### src/rtl/program_counter_ras.sv
// Fetch-stage program counter with stall, jump, and a circular return-address stack.
// Call/return redirect fetch directly from the stack, and ras_error latches any over/underflow.
module program_counter_ras #(
    parameter int unsigned      WIDTH        = 32,
    parameter logic [WIDTH-1:0] RESET_VECTOR = '0,
    parameter int unsigned      STEP         = 4,
    parameter int unsigned      RAS_DEPTH    = 4
) (
    input  logic             clock,
    input  logic             reset,
    input  logic             stall,
    input  logic             enable_overwrite,
    input  logic [WIDTH-1:0] overwrite_value,
    input  logic             call,
    input  logic             ret,
    output logic [WIDTH-1:0] pc_value,
    output logic             ras_empty,
    output logic             ras_full,
    output logic             ras_error
);

    localparam int unsigned PTR_W = (RAS_DEPTH > 1) ? $clog2(RAS_DEPTH) : 1;
    localparam int unsigned CNT_W = $clog2(RAS_DEPTH + 1);
    localparam logic [CNT_W-1:0] CNT_FULL = CNT_W'(RAS_DEPTH);

    logic [WIDTH-1:0] pc_q, pc_d;
    logic [PTR_W-1:0] top_q, top_d;
    logic [CNT_W-1:0] count_q, count_d;
    logic             error_q, error_d;
    logic [WIDTH-1:0] ras_q [RAS_DEPTH];

    logic             rasWe;
    logic [PTR_W-1:0] rasWaddr;
    logic [WIDTH-1:0] rasWdata;
    logic [WIDTH-1:0] nextSeq;
    logic             isEmpty;
    logic             isFull;

    assign nextSeq = pc_q + WIDTH'(STEP);
    assign isEmpty = (count_q == '0);
    assign isFull  = (count_q == CNT_FULL);

    // Push onto a full stack advances top past the oldest entry, overwriting it.
    always_comb begin
        pc_d     = pc_q;
        top_d    = top_q;
        count_d  = count_q;
        error_d  = error_q;
        rasWe    = 1'b0;
        rasWaddr = top_q;
        rasWdata = nextSeq;
        if (stall) begin
            pc_d = pc_q;
        end else if (call && ret && !isEmpty) begin
            pc_d     = overwrite_value;
            rasWe    = 1'b1;
            rasWaddr = top_q;
        end else if (ret && !call) begin
            if (!isEmpty) begin
                pc_d    = ras_q[top_q];
                top_d   = top_q - 1'b1;
                count_d = count_q - 1'b1;
            end else begin
                pc_d    = nextSeq;
                error_d = 1'b1;
            end
        end else if (call) begin
            pc_d     = overwrite_value;
            rasWe    = 1'b1;
            rasWaddr = top_q + 1'b1;
            top_d    = top_q + 1'b1;
            if (isFull) begin
                error_d = 1'b1;
            end else begin
                count_d = count_q + 1'b1;
            end
        end else if (enable_overwrite) begin
            pc_d = overwrite_value;
        end else begin
            pc_d = nextSeq;
        end
    end

    always_ff @(posedge clock or posedge reset) begin
        if (reset) begin
            pc_q    <= RESET_VECTOR;
            top_q   <= '0;
            count_q <= '0;
            error_q <= 1'b0;
        end else begin
            pc_q    <= pc_d;
            top_q   <= top_d;
            count_q <= count_d;
            error_q <= error_d;
        end
    end

    // Entry contents are don't-care after reset, so the storage carries no reset.
    always_ff @(posedge clock) begin
        if (rasWe) begin
            ras_q[rasWaddr] <= rasWdata;
        end
    end

    assign pc_value  = pc_q;
    assign ras_empty = isEmpty;
    assign ras_full  = isFull;
    assign ras_error = error_q;

endmodule

### config.mk
export PLATFORM = sky130hd
export DESIGN_NAME = program_counter_ras
export DESIGN_NICKNAME = d
export VERILOG_FILES = /design/src/rtl/program_counter_ras.sv
export SDC_FILE = /design/constraint.sdc
export NUM_CORES = 1
export LEC_CHECK = 0
export BUFFER_PORTS_ARGS = -buffer_cell sky130_fd_sc_hd__buf_2
export CAP_MARGIN = 10
export CORE_MARGIN = 1.5
export CORE_UTILIZATION = 41
export CTS_BUF_LIST = sky130_fd_sc_hd__clkbuf_16
export DETAILED_ROUTE_END_ITERATION = 16
export PLACE_DENSITY = 0.68
export SETUP_SLACK_MARGIN = 0.1
export SYNTH_ARGS = -nofsm -noshare
export SYNTH_HDL_FRONTEND = slang
export SYNTH_SLANG_ARGS = --single-unit
### constraint.sdc
create_clock -name clock -period 8.21 [get_ports clock]
set_input_delay 1.642 -clock clock [delete_from_list [all_inputs] [get_ports clock]]
set_output_delay 1.642 -clock clock [all_outputs]
set_load 0.02 [all_outputs]
**Yosys cells after proc, flatten, opt, wreduce, memory -nomap -nowiden**

Memories as Yosys holds them, arrays and structs flattened.
Cells that the tools add are included.

- Reductions and logical operators: 11
- Bitwise gates (word level): 2
- Mux-type cells: 25
- Add/sub/neg operators: 5
- Eq/ne operators: 4

Operators by type and width:

| cell | count |
|---|---|
| $mux W32 | 5 |
| $add A32 B3 Y32 const B | 1 |
| $mux W2 | 6 |
| $mux W3 | 4 |
| $mux W1 | 10 |
| $reduce_and A5 Y1 | 2 |
| $ne A2 B2 Y1 const B | 2 |
| $reduce_bool A2 Y1 | 2 |
| $add A3 B1 Y3 const B | 1 |
| $eq A3 B3 Y1 const B | 1 |
| $logic_and A1 B1 Y1 | 3 |
| $logic_not A3 Y1 | 1 |
| $reduce_and A3 Y1 | 1 |
| $sub A3 B1 Y3 const B | 1 |
| $add A2 B1 Y2 const B | 1 |
| $logic_not A1 Y1 | 2 |
| $ne A2 B1 Y1 const B | 1 |
| $not A1 Y1 | 2 |
| $sub A2 B1 Y2 const B | 1 |

- Output and inout port bits: 35
- Flip-flop bits (word level): 38
- Memory bits (writable): 128
- Memories kept: 1

Memory list:

| name | words | bits a word | rd ports | clocked after Yosys merged registers in | wr ports | RTL line | text |
|---|---|---|---|---|---|---|---|
| ras_q | 4 | 32 | 1 | 0 | 1 | 30 | `logic [WIDTH-1:0] ras_q [RAS_DEPTH];` |

**Longest topological paths before layout**

Gate-level depths: netlist of run 1.

- Depth in word-level cells: 7
- Mapped depth: 8

**Least setup slack after synthesis of run 1**

Ideal clock, no wire load.

- Kind: input-to-reg
- Start point: in call
- End point: mem ras_q[1][0], enable pin
- Required time: 7.709 ns
- Path buffers: 1
- Stages: 3
- Library setup time: 0.501 ns
- Arrival: 5.292 ns
- Setup slack: 2.417 ns
- Cells stage by stage: clkbuf_1 > nand2_1 > nor4_1

- Word-level cells in the longest chain between the ends: 7

RTL lines:

| what | RTL line | text |
|---|---|---|
| start: declaration | 14 | `input logic call,` |
| $logic_not A1 Y1 | 58 | `end else if (ret && !call) begin` |
| $logic_and A1 B1 Y1 | 58 |  |
| $mux W1 | 58 |  |
| $mux W1 | 54 | `end else if (call && ret && !isEmpty) begin` |
| $mux W1 | 52 | `if (stall) begin` |
| $mux W1 | 100 | `if (rasWe) begin` |
| $mux W1 (implied by the code) | 101 | `ras_q[rasWaddr] <= rasWdata;` |
| end: declaration | 30 |  |

Parallel ways exist; a longest one is shown, timed or not.

**Final worst setup path of run 1**

- Start point: in stall
- End point: mem ras_q[2][13], enable pin

- Word-level cells in the longest chain between the ends: 3

RTL lines:

| what | RTL line | text |
|---|---|---|
| start: declaration | 11 | `input logic stall,` |
| $mux W1 | 52 |  |
| $mux W1 | 100 |  |
| $mux W1 (implied by the code) | 101 |  |

Parallel ways exist; a longest one is shown, timed or not.

==> flow_summary.ini, run 1 <==
[hold_path]
hold_class = reg2reg

[drt]
vias = 5147
dr.pass1.iters = 5
wl_per_cell_um = 22.9
routed_wl_um = 19200
drtIter0Drc = 526
vias_per_cell = 6.13
drtAntennaViolNets = 0
drc = 0

[sta]
slew_viol_final = 0
skew_ns = 0.00633
tightest_slew_ns = 1.14
fmax_mhz = 253
tns_ns = 0
fin_crit_ns = 3.95
hold_viol = 0
rsz0062_at_grt = no
timing.final.crit_share = 0.481
setup_viol = 0
relSlewSlack = 0.238

[critical_path]
path_cells = buf_2 > inv_1 > buf_4 > nand2_1 > nor2_4
crit_slowest_cell = nor2_4
cp_max_fo = 44
path_class = in2reg
cp-start-kind = primary input
required_ns = 8.25
arrival_ns = 3.99
end_kind = register
max_stage_delay_ns = 0.97

[power_and_ir_drop]
ir_worst_vdd_uv = 219
p_leak_nw = 3.09
total_power_mw = 2.77
pwr_density_cell_mw_per_mm2 = 316

[finish]
area_growth_pct = 15.8
fin_nets = 637
antenna_cells = 0
postLayoutCoreUtil = 0.487
drive_above_1_share = 0.266
postLayoutCellArea_mm2 = 0.00879

[yosys]
yosys_warnings = 0
netlist_area_mm2 = 0.00759
syn_area_per_cell_um2 = 14.3
synthArstFlopShare = 0.229
dominantRegCellSynth = edfxtp_1
syn_inst = 531
synthDistinctLibCells = 59
syn-num-nets = 571
synth_seq_cells = 166
seq_area_frac_synth = 0.632
synth-edff-count = 128

[floorplan]
core.rowCount = 49
die_h_um = 139
io_pins = 73
die_w_um = 139
core-area_mm2 = 0.0180
dieArea_mm2 = 0.0193
initial_utilization = 0.421

[global_routing]
met3_usage = 0.0473
grt_max_degree = 45
met1_usage = 0.270
grt-ovfl-total = 0
grt.busiest_layer = met2
antenna_found_initial = 0
grt_pass1_wl_um = 30000
grt_use_total = 0.206
grt_pass1_vias = 5235
use_met2 = 0.336

[clock_network]
cts_made_buffers = 17
clk_pin_slew_ns = 0.06
cts_resized = 0
cts_tree = yes
clk-insertion-delay-late_ns = 0.43
clock_path_buffers = 2
cts.htree.levels = 4
ctsHoldBuffers = 0
numClockSinks = 166
cts_setup_buffers = 0
cts_root_buffer = clkbuf_16

[placement]
portBuffers = 72
place.gp.congestion = 0.799
post_dp_cell_area_mm2 = 0.00819
hpwl_um = 12300

[flow_run]
cap_violations = 0

[status]
outcome = finished clean
==> state kept, by name (all words and copies together), names as in the netlist <==
signal     count
ras_q        128
pc_value      32
count_q        3
top_q          2
ras_error      1
==> path summary, 6_finish.rpt <==
| kind | from | endpoint | depth (start not counted) | slack (ns) |
|---|---|---|---|---|
| worst max-delay path | stall | ras_q[2][13] | 5 | 4.26 |
| worst min-delay path | ras_error | ras_error | 1 | 0.50 |
| worst max register to register | count_q[0] | ras_q[0][16] | 6 | 5.37 |
| worst min register to register | ras_error | ras_error | 1 | 0.50 |
| max in group asynchronous | reset | top_q[0] | 3 | 6.47 |
| min in group asynchronous | reset | count_q[1] | 3 | 1.33 |
==> cell type report <==
class	count	area, um2
clock buffers	17	425
clock inverters	15	171
fillers	1565	9240
inverters	22	82.6
multi-input cells	306	2570
flip-flops and latches	166	4800
well taps	229	287
repair buffers	84	450
==> cell usage in the layout, fill, tap and decap left out, types with 6 or more instances in the layout <==
cell type,count
o31a_1,8
xor2_1,10
dfrtp_1,37
a221oi_1,10
nand4_1,7
edfxtp_1,128
nand2_1,19
nand3_1,11
o22ai_1,7
a21oi_1,36
mux4_2,32
clkbuf_16,17
inv_1,25
nor4_2,6
nor3_1,8
buf_4,12
nor2_1,25
xnor2_1,17
buf_2,72
o21ai_0,19
==> kinds of logic (layout without fill, tap and decap cells) <==
| group | count (synthesis) | after routing | synth area share |
|---|---|---|---|
| xor+xnor | 27 | 27 | 0.0312 |
| mux | 34 | 34 | 0.0976 |
| fa+ha+maj | 2 | 2 | 0.00429 |
| buf+inv | 59 | 138 | 0.0332 |
| simple gates | 112 | 112 | 0.0830 |
| flops | 166 | 166 | 0.632 |
| compound gates | 131 | 131 | 0.119 |
==> per-stage QoR <==
stage	std cells	setup slack [ns]	hold WS [ns]
2_1_floorplan	531	2.42	0.498
3_3_place_gp	807	3.96	0.496
4_1_cts	839	4.30	0.494
5_1_grt	839	4.15	0.517
3_5_place_dp	807	3.87	0.480
6_report	839	4.26	0.497
==> worst max-delay path: cells and delay by family <==
family                 cells  cell delay (ns)
AND/OR/NAND/NOR            2             1.28
buffers and inverters      3             1.03
==> layer usage <==
layer / vias to the layer above / wire, um
met5: - / 0
met2: 246 / 9600
met3: 38 / 1410
met4: 0 / 461
met1: 2629 / 7740
li1: 2234 / -
==> synthesized netlist by cell type, drive strengths merged, types with 2 or more instances <==
cell type,count,area (um2)
edfxtp,128,3840
dfrtp,38,951
a21oi,36,180
mux4,32,721
nor2,28,105
o21ai,24,120
inv,22,82.6
clkbuf,20,75.1
nand2,19,71.3
buf,17,93.8
xnor2,17,149
nand3,11,55.1
nor3,11,70.1
nor4,11,93.8
a221oi,10,87.6
xor2,10,87.6
nand4,9,77.6
o31a,8,70.1
o22ai,7,43.8
or2,6,37.5
a221o,5,50.1
a22oi,5,37.5
o2bb2ai,5,43.8
or3,5,31.3
a22o,4,35.0
o32ai,4,35.0
a222oi,3,30.0
a2bb2oi,3,26.3
or4,3,22.5
a31oi,2,12.5
and2,2,12.5
and3,2,12.5
and4,2,17.5
mux2i,2,20.0
o221a,2,22.5
o221ai,2,17.5
o31ai,2,15.0
==> report_power, final <==
group          switching (mW)  internal (mW)
sequential              0.113           1.09
clock                   0.313          0.499
combinational           0.446          0.314
total                   0.871           1.90
(Power assumes the default switching activity.)
==> run 2, diff against run 1 <==
Settings changed: PLACE_DENSITY 0.68 to 0.7.
Clock period 8.21 ns to 3.5 ns, I/O delays scaled along.
==> run 2 against run 1 <==
- non-clock buffer count rose by 4
- flip-flop and latch count did not move
- clock power rose by 120%
- sequential power rose by 140%
- critical path type is now reg2reg
==> flow_summary.ini, run 2 (same netlist as run 1, synthesis figures left out) <==
[status]
outcome = finished clean

[power_and_ir_drop]
p_leak_nw = 3.09
pwr_density_cell_mw_per_mm2 = 725
total_power_mw = 6.37
ir_worst_vdd_uv = 389

[floorplan]
io_pins = 73
initial_utilization = 0.421
dieArea_mm2 = 0.0193
core.rowCount = 49
core-area_mm2 = 0.0180
die_w_um = 139
die_h_um = 139

[critical_path]
required_ns = 3.65
end_kind = register
reg2reg_depth = 4
cp_max_fo = 10
crit_path_start = pc_value[4]
rr_startpoint = pc_value[4]
path_class = reg2reg
cp-start-kind = register
arrival_ns = 2.89

[drt]
drtAntennaViolNets = 0
drtIter0Drc = 603
vias_per_cell = 6.19
wl_per_cell_um = 23.2
routed_wl_um = 19500
drc = 0
dr.pass1.iters = 5
vias = 5220

[placement]
preCtsSetupSlack_ns = 0.804
place.gp.congestion = 0.851
post_dp_cell_area_mm2 = 0.00824
hpwl_um = 12800
portBuffers = 72

[sta]
fmax_mhz = 365
skew_ns = 0.00964
fin_crit_ns = 2.74
tns_ns = 0
setup_viol = 0
tightest_slew_ns = 0.835
setup_slack_ns = 0.764
slew_viol_final = 0
timing.final.crit_share = 0.782
hold_viol = 0
rsz0062_at_grt = no
relSlewSlack = 0.443

[finish]
postLayoutCellArea_mm2 = 0.00879
top_register = ras_q
postLayoutCoreUtil = 0.488
final_cell_mix = edfxtp_1, buf_2, dfrtp_1, a21oi_1, mux4_2
antenna_cells = 0
fillers = 1566
fin_nets = 641
area_growth_pct = 15.8
multi_input_area_mm2 = 0.00259
mostFrequentLayoutCell = edfxtp_1
seq_area_mm2 = 0.00480
drive_above_1_share = 0.270
largest_reg_flops = 128

[clock_network]
cts_tree = yes
ctsHoldBuffers = 0
clk-insertion-delay-late_ns = 0.43
cts_root_buffer = clkbuf_16
numClockSinks = 166
cts.htree.levels = 4
cts_resized = 0
cts_made_buffers = 17
cts_setup_buffers = 0
clock_path_buffers = 2
clk_pin_slew_ns = 0.06

[hold_path]
hold_class = in2async

[global_routing]
grt_use_total = 0.208
grt-ovfl-total = 0
grt_pass1_wl_um = 30100
grt_pass1_vias = 5304
antenna_found_initial = 0
grt_max_degree = 44

[flow_run]
cap_violations = 0
run 2: layout make-up:
type / instances / share of cell area
repair buffers: 88 / 0.0547
clock buffers: 17 / 0.0484
well taps: 229 / 0.0326
inverters: 22 / 0.00940
multi-input cells: 306 / 0.295
flip-flops and latches: 166 / 0.546
clock inverters: 15 / 0.0142
run 2: through the flow:
step / hold WS (ns) / std cells
after detailed placement: 0.460 / 811
final: 0.295 / 843
after CTS: 0.294 / 843
after floorplan: 0.498 / 531
after global routing: 0.321 / 843
after global placement: 0.454 / 811
run 2: critical path: stages (launching register included):
cell and delay (ns):
dfrtp_1 0.52, nand3_1 0.47, or4_1 0.79, o31a_1 0.39, or2_1 0.28
run 2: path summary, 6_finish.rpt:
path,end,slack [ns]
setup reg to reg,ras_q[3][29],0.76
max in group asynchronous,pc_value[9],2.46
setup / recovery,ras_q[3][29],0.76
min in group clock,ras_error,0.47
hold reg to reg,ras_error,0.47
hold / removal,pc_value[0],0.30
run 2: routing by layer:
layer	wire (um)	part of all wire	track usage
met1	7880	0.40	0.272
met2	9660	0.49	0.339
met3	1560	0.080	0.0466
met4	441	0.023	0.0817
met5	0	0	0
run 2: report_power, final:
part / switching (mW) / leakage [nW] / total [mW] / internal (mW)
combinational: 0.942 / 1.20 / 1.69 / 0.746
sequential: 0.381 / 1.61 / 2.93 / 2.55
clock: 0.721 / 0.280 / 1.75 / 1.03
total: 2.04 / 3.09 / 6.37 / 4.32
